==> src/rtl/instruction_fetch.sv <==
// Instruction fetch stage: owns the PC, registers the fetched word, keeps the MIPS delay slot.
// Optional performance counters are enabled with `define FETCH_PERF_COUNTERS_EN.
module instruction_fetch #(
  parameter logic [31:0] RESET_PC   = 32'h0000_0000,
  parameter int          ADDR_WIDTH = 16
) (
  input  logic        clk,
  input  logic        rst,
  output logic [31:0] pcAddress,
  input  logic [31:0] pcDataOutput,
  input  logic        stall,
  input  logic        redirectValid,
  input  logic [31:0] redirectTarget,
  output logic        instrValid,
  output logic [31:0] instruction,
  output logic [31:0] instrPc,
  output logic        fetchFault
`ifdef FETCH_PERF_COUNTERS_EN
  ,
  output logic [31:0] fetchCount,
  output logic [31:0] stallCount
`endif
);

  typedef enum logic [1:0] {
    BOOT  = 2'd0,
    RUN   = 2'd1,
    FAULT = 2'd2
  } state_t;

  if (RESET_PC[1:0] != 2'b00) begin : g_bad_reset_pc
    $error("RESET_PC must be word aligned");
  end
  if ((ADDR_WIDTH < 2) || (ADDR_WIDTH > 32)) begin : g_bad_addr_width
    $error("ADDR_WIDTH must lie in 2..32");
  end

  state_t      state_r, state_s;
  logic [31:0] fetch_pc_r, fetch_pc_s;
  logic        valid_r, valid_s;
  logic [31:0] instr_r, instr_s;
  logic [31:0] instr_pc_r, instr_pc_s;
  logic        fault_r, fault_s;
  logic        pend_valid_r, pend_valid_s;
  logic [31:0] pend_target_r, pend_target_s;
  logic        misaligned_s;

  assign misaligned_s = redirectValid && (redirectTarget[1:0] != 2'b00);

  // State and datapath registers.
  always_ff @(posedge clk or posedge rst) begin
    if (rst) begin
      state_r       <= BOOT;
      fetch_pc_r    <= RESET_PC;
      valid_r       <= 1'b0;
      instr_r       <= 32'h0000_0000;
      instr_pc_r    <= 32'h0000_0000;
      fault_r       <= 1'b0;
      pend_valid_r  <= 1'b0;
      pend_target_r <= 32'h0000_0000;
    end else begin
      state_r       <= state_s;
      fetch_pc_r    <= fetch_pc_s;
      valid_r       <= valid_s;
      instr_r       <= instr_s;
      instr_pc_r    <= instr_pc_s;
      fault_r       <= fault_s;
      pend_valid_r  <= pend_valid_s;
      pend_target_r <= pend_target_s;
    end
  end

  // Next-state and next-PC selection; the redirect cycle still captures its word (delay slot).
  always_comb begin
    state_s       = state_r;
    fetch_pc_s    = fetch_pc_r;
    valid_s       = valid_r;
    instr_s       = instr_r;
    instr_pc_s    = instr_pc_r;
    fault_s       = fault_r;
    pend_valid_s  = pend_valid_r;
    pend_target_s = pend_target_r;
    case (state_r)
      BOOT: begin
        state_s = RUN;
        if (misaligned_s) begin
          state_s = FAULT;
          fault_s = 1'b1;
        end else if (redirectValid) begin
          fetch_pc_s = redirectTarget;
        end else begin
          fetch_pc_s = fetch_pc_r;
        end
      end
      RUN: begin
        if (misaligned_s) begin
          state_s      = FAULT;
          fault_s      = 1'b1;
          valid_s      = 1'b0;
          pend_valid_s = 1'b0;
        end else if (stall) begin
          // Last redirect seen during a stall wins.
          if (redirectValid) begin
            pend_valid_s  = 1'b1;
            pend_target_s = redirectTarget;
          end else begin
            pend_valid_s = pend_valid_r;
          end
        end else begin
          instr_s      = pcDataOutput;
          instr_pc_s   = fetch_pc_r;
          valid_s      = 1'b1;
          pend_valid_s = 1'b0;
          if (redirectValid) begin
            fetch_pc_s = redirectTarget;
          end else if (pend_valid_r) begin
            fetch_pc_s = pend_target_r;
          end else begin
            fetch_pc_s = fetch_pc_r + 32'd4;
          end
        end
      end
      FAULT: begin
        state_s = FAULT;
      end
      default: begin
        state_s = FAULT;
        fault_s = 1'b1;
        valid_s = 1'b0;
      end
    endcase
  end

  assign pcAddress   = fetch_pc_r;
  assign instrValid  = valid_r;
  assign instruction = instr_r;
  assign instrPc     = instr_pc_r;
  assign fetchFault  = fault_r;

`ifdef FETCH_PERF_COUNTERS_EN
  logic [31:0] fetch_count_r;
  logic [31:0] stall_count_r;
  logic        fetch_inc_s;
  logic        stall_inc_s;

  assign fetch_inc_s = (state_r == RUN) && !stall && !misaligned_s;
  assign stall_inc_s = (state_r == RUN) && stall;

  // Free-running event counters; they only advance in RUN so they freeze in FAULT.
  always_ff @(posedge clk or posedge rst) begin
    if (rst) begin
      fetch_count_r <= 32'h0000_0000;
      stall_count_r <= 32'h0000_0000;
    end else begin
      fetch_count_r <= fetch_count_r + {31'd0, fetch_inc_s};
      stall_count_r <= stall_count_r + {31'd0, stall_inc_s};
    end
  end

  assign fetchCount = fetch_count_r;
  assign stallCount = stall_count_r;
`endif

endmodule

==> config.mk <==
export PLATFORM = sky130hd
export DESIGN_NAME = instruction_fetch
export DESIGN_NICKNAME = d
export VERILOG_FILES = /design/src/rtl/instruction_fetch.sv
export SDC_FILE = /design/constraint.sdc
export NUM_CORES = 1
export LEC_CHECK = 0
export ABC_AREA = 1
export ABC_CLOCK_PERIOD_IN_PS = 11900
export CORE_AREA = 2 2 231 119
export CTS_CLUSTER_DIAMETER = 80
export DETAILED_ROUTE_END_ITERATION = 16
export DIE_AREA = 0 0 233 121
export DONT_BUFFER_PORTS = 1
export RECOVER_POWER = 25
export REMOVE_ABC_BUFFERS = 1
export SYNTH_ARGS = -nofsm -noshare
export SYNTH_HDL_FRONTEND = slang
export SYNTH_SLANG_ARGS = --single-unit
==> constraint.sdc <==
create_clock -name clk -period 11.9 [get_ports clk]
set_input_delay 1.19 -clock clk [delete_from_list [all_inputs] [get_ports clk]]
set_output_delay 1.19 -clock clk [all_outputs]
set_load 0.01 [all_outputs]
Word level (Yosys, flattened, before mapping)
Cells that the tools add are included.
Widths: inputs -> output; s select.
{"block": "op_classes", "addsub": 1, "multipliers": 0, "n_div": 0, "order_cmp": 0, "eq_ne": 10, "n_shift": 0, "n_mux": 18, "n_bitwise": 4, "reduce_logical": 12}
{"operator": "$mux 32", "n": 6}
{"operator": "$pmux 32 s2", "n": 1}
{"operator": "$add 32x3->32 const B", "n": 1}
{"operator": "$ne 2x2->1 const B", "n": 5}
{"operator": "$mux 1", "n": 6}
{"operator": "$reduce_and 2->1", "n": 3}
{"operator": "$reduce_and 5->1", "n": 1}
{"operator": "$mux 2", "n": 2}
{"operator": "$not 1->1", "n": 4}
{"operator": "$pmux 1 s2", "n": 2}
{"operator": "$pmux 2 s2", "n": 1}
{"operator": "$reduce_and 4->1", "n": 1}
{"operator": "$reduce_bool 2->1", "n": 2}
{"operator": "$reduce_or 2->1", "n": 2}
{"operator": "$ne 3x1->1 const B", "n": 1}
{"operator": "$ne 3x3->1 const B", "n": 1}
{"operator": "$reduce_and 3->1", "n": 1}
{"operator": "$eq 2x1->1 const B", "n": 1}
{"operator": "$eq 2x2->1 const B", "n": 1}
{"operator": "$logic_not 2->1", "n": 1}
{"operator": "$ne 2x1->1 const B", "n": 1}
{"operator": "$logic_and 1x1->1", "n": 1}
{"block": "word_totals", "reg_bits": 133, "latchBits": 0, "mem_bits_rw": 0, "mem_bits_ro": 0, "memories": 0}

Depth between registers and ports, before layout
{"block": "logic_depth", "ltp_word": 6, "mapped_depth": 11, "mapped_depth_nobuf": 11}

Worst setup path before layout
Ideal clock, no wire load.
{"block": "synth_path", "kind": "in2reg", "start": "in redirectTarget[1]", "end": "reg fetch_pc_r[10] (netlist: pcAddress[10])", "setup_ns": 0.130, "arrival_time_ns": 2.074, "setup_slack_ns": 9.696, "stages": 8, "path_buffers": 1, "path_cell_list": "inv_1 -> a21oi_2 -> nor2_4 -> nand3_2 -> clkbuf_1 -> a21oi_1 -> nand2_1 -> o21ai_0"}
{"block": "synth_between", "elab_chain_cells": 4, "word_cells_on_any_way": 5, "classes_between": "2 x eq/ne; 3 x reduce/logical"}
{"element": "from (decl)", "line_no": "13", "source": "input logic [31:0] redirectTarget,"}
{"element": "$reduce_bool 2->1 (*)", "line_no": "48", "source": "assign misaligned_s = redirectValid && (redirectTarget[1:0] != 2'b00);"}
{"element": "$logic_and 1x1->1 (*)", "line_no": "48"}
{"element": "$ne 2x2->1 (no source line)"}
{"element": "$reduce_and 5->1 (no source line) (*)"}
{"element": "to (signal assigned)", "line_no": "63", "source": "fetch_pc_r <= fetch_pc_s;"}
{"element": "to (decl)", "line_no": "39", "source": "logic [31:0] fetch_pc_r, fetch_pc_s;"}
Every way passes the cells marked *; elsewhere a longest branch is shown, timed or not.
A chain may end at the register's enable or synchronous reset.

Worst setup path in the final report
{"block": "layout_path", "start": "in redirectValid", "end": "reg instr_pc_r[26] (netlist: instrPc[26])"}
{"block": "layout_between", "elab_chain_cells": 3}
{"element": "from (decl)", "line_no": "12", "source": "input logic redirectValid,"}
{"element": "$logic_and 1x1->1", "line_no": "48"}
{"element": "$not 1->1 (no source line)"}
{"element": "$reduce_and 3->1 (no source line)"}
{"element": "to (signal assigned)", "line_no": "66", "source": "instr_pc_r <= instr_pc_s;"}
{"element": "to (decl)", "line_no": "42", "source": "logic [31:0] instr_pc_r, instr_pc_s;"}
No other way between the ends.

==> flow_summary.ini <==
[status]
status = finished with violations
violations = max-capacitance violations, max-slew violations

[detailed_routing]
highest_layer = met4
drt_iter0_drc = 407
dr.pass1.iters = 6
via_count = 5367
routedLengthMet1_mm = 7.79
wirelength_mm = 19.1
viasPerCell = 4.53
drc_errors = 0
route.met2.wl_mm = 9.69
routed-wl-met3_mm = 1.09
post_drt_wl_per_cell_um = 16.1
ant_nets = 0

[setup_path]
worstPathMaxFanout = 90
critPathArrivalTime_ps = 4850
worstReg2RegEnd = instrPc[26]
cp_slowest_cell = nor2_1
worst-r2r-cell-count = 9
worstSetupStartpointType = input port
crit_start = redirectValid
rr_startpoint = state_r[1]
crit_path_max_incr_delay_ps = 2050
critPathRequiredTime_ps = 12170
rrSetupSlack_ps = 7650
crit_path_cell_trace = inv_1 -> a21oi_1 -> nor2_2 -> inv_2 -> nor2_1 -> clkinv_2 -> buf_4 -> nand2_1 -> o21ai_1
crit_type = in -> reg
end_kind = flip-flop

[hold_path]
hp-class = reg -> reg
min_to = pend_target_r[5]
hold_depth = 2
hp-start = pend_target_r[5]

[grt]
grt_max_degree = 91
antenna_found_initial = 0
grt_pass1_vias = 5333
grt_pass1_wl_mm = 30.0
grt.overflow.total = 0
track_usage_pct = 13.8

[floorplanning]
die_height_um = 121
row_count = 42
die_area_sq_mm = 0.0282
initial_core_util_pct = 24.8
die_w_um = 233
io_pins = 166
core_area_sq_mm = 0.0261

[timing]
fin_worst_skew_ps = 10.9
layout_min_cycle_time_ps = 4580
hold_viol = 0
setup_tns_ps = 0
setup_viol = 0
timing.fmax_mhz = 218
post-route-period-util_pct = 38.5
rsz0062_at_grt = no
tightest_slew_ps = 3090
maxSlewHeadroom_pct = -107
drv_slew = 105

[pwr]
power_uw = 1300
leakage_uw = 0.00343
pwr_density_cell_mw_per_mm2 = 179
irDropWorstVdd_mv = 0.0766

[clock_network]
clock-sinks = 133
clkLatencyLatePin_ps = 430
clockRootBuffer = clkbuf_16
ctsResizeCount = 0
cts_buffer_depth = 2
cts_buffers = 17
h-tree-depth = 4
clk_pin_slew_worst_paths_ps = 70
post_cts_buffers = 0
cts_tree = done
cts_hold_buf = 0

[final_layout]
fillCellCount = 2802
drive_gt1_share_pct = 7.32
final_area_sq_mm = 0.00727
final_cell_mix = 290 x nand2_1, 133 x dfrtp_1, 74 x inv_1, 74 x a21oi_1, 66 x nor2_1
area_growth_pct = 12.4
final_common_cell = nand2_1
finalNetCount = 889
num_antenna_cells = 0

[placed_design]
port-buffer-count = 0
place_area_sq_mm = 0.00672
dp_hpwl_mm = 13.3
gp_congestion = 0.830

[synth]
ys_types = 29
seq_area_frac_synth_pct = 51.5
synth.avg_cell_area_sq_um = 7.74
syn_inst = 836
yosys_warnings = 0
ys_ff_latch = 133
netlist_area_sq_mm = 0.00647

[flow_run]
maxCapViolCount = 2
==> cell families after synthesis <==
family	after synthesis	share of synthesized area (%)
buffers and inverters	120	8.16
AOI/OAI and AO/OA	173	14.3
and+or+nand+nor	403	25.1
DFF	133	51.5
xor gates and xnor gates	6	0.812
adders and majority gates	1	0.193
==> metal layers <==
metal / global-route usage (%) / vias to the layer above
met3: 3.71 / 28
met4: 5.06 / 0
met5: 0 / -
li1: - / 2619
met2: 24.6 / 130
met1: 15.9 / 2590
==> power by group <==
part / internal (uW) / switching, uW
sequential: 515 / 106
combinational: 52.9 / 108
clock: 280 / 239
total: 848 / 453
==> cells in the mapped netlist, drive strengths merged <==
master  count  area [sq um]
dfrtp     133          3330
xor2        5          43.8
o21bai      1          7.51
ha          1          12.5
clkbuf     16          60.1
nand3      38           200
o21ai      91           493
buf        23           164
nor2       71           308
nand2     291          1090
o211ai      3          22.5
xnor2       1          8.76
a22oi       3          22.5
nand4       3          18.8
inv        81           304
o22ai       1          6.26
a21oi      74           374
==> how the worst max path moves through the flow <==
stage | end | cells past startpoint | slack [ps]
floorplan | fetchFault | 1 | 7160
global placement | pcAddress[6] | 7 | 8630
detailed placement | pcAddress[6] | 7 | 8600
CTS | pend_target_r[15] | 5 | 9060
global route | instrPc[20] | 9 | 6770
finish | instrPc[26] | 9 | 7320
==> critical path, delay by kind of cell <==
kind                   cells  cell delay (ps)
AOI/OAI and AO/OA          2              180
and+or+nand+nor            3             2340
buffers and inverters      4             1100
==> state kept, by name, summed over array words and instances, names as in the netlist <==
name           count
instruction       32
fetchFault         1
instrPc           32
pend_target_r     32
pcAddress         32
state_r            2
instrValid         1
pend_valid_r       1
==> cell type report <==
type	instances	area, sq um	area share (%)
Tap cell	352	440	6.06
Clock buffer	17	425	5.85
Clock inverter	15	156	2.15
Timing Repair Buffer	4	30.0	0.413
Inverter	81	307	4.22
Sequential cell	133	3330	45.8
Multi-Input combinational cell	583	2580	35.5
==> metrics by stage <==
step                      hold slack [ps]  instances  setup slack (ps)  utilization (%)
final                                 487       1185              7320             27.8
after global routing                  514       1185              6770             27.8
after CTS                             484       1185              9060             28.0
after detailed placement              466       1153              8600             25.7
after global placement                462       1153              8630             25.7
after floorplan                       449        797              7160                -
No activity file was read; power rests on OpenSTA's default activity.
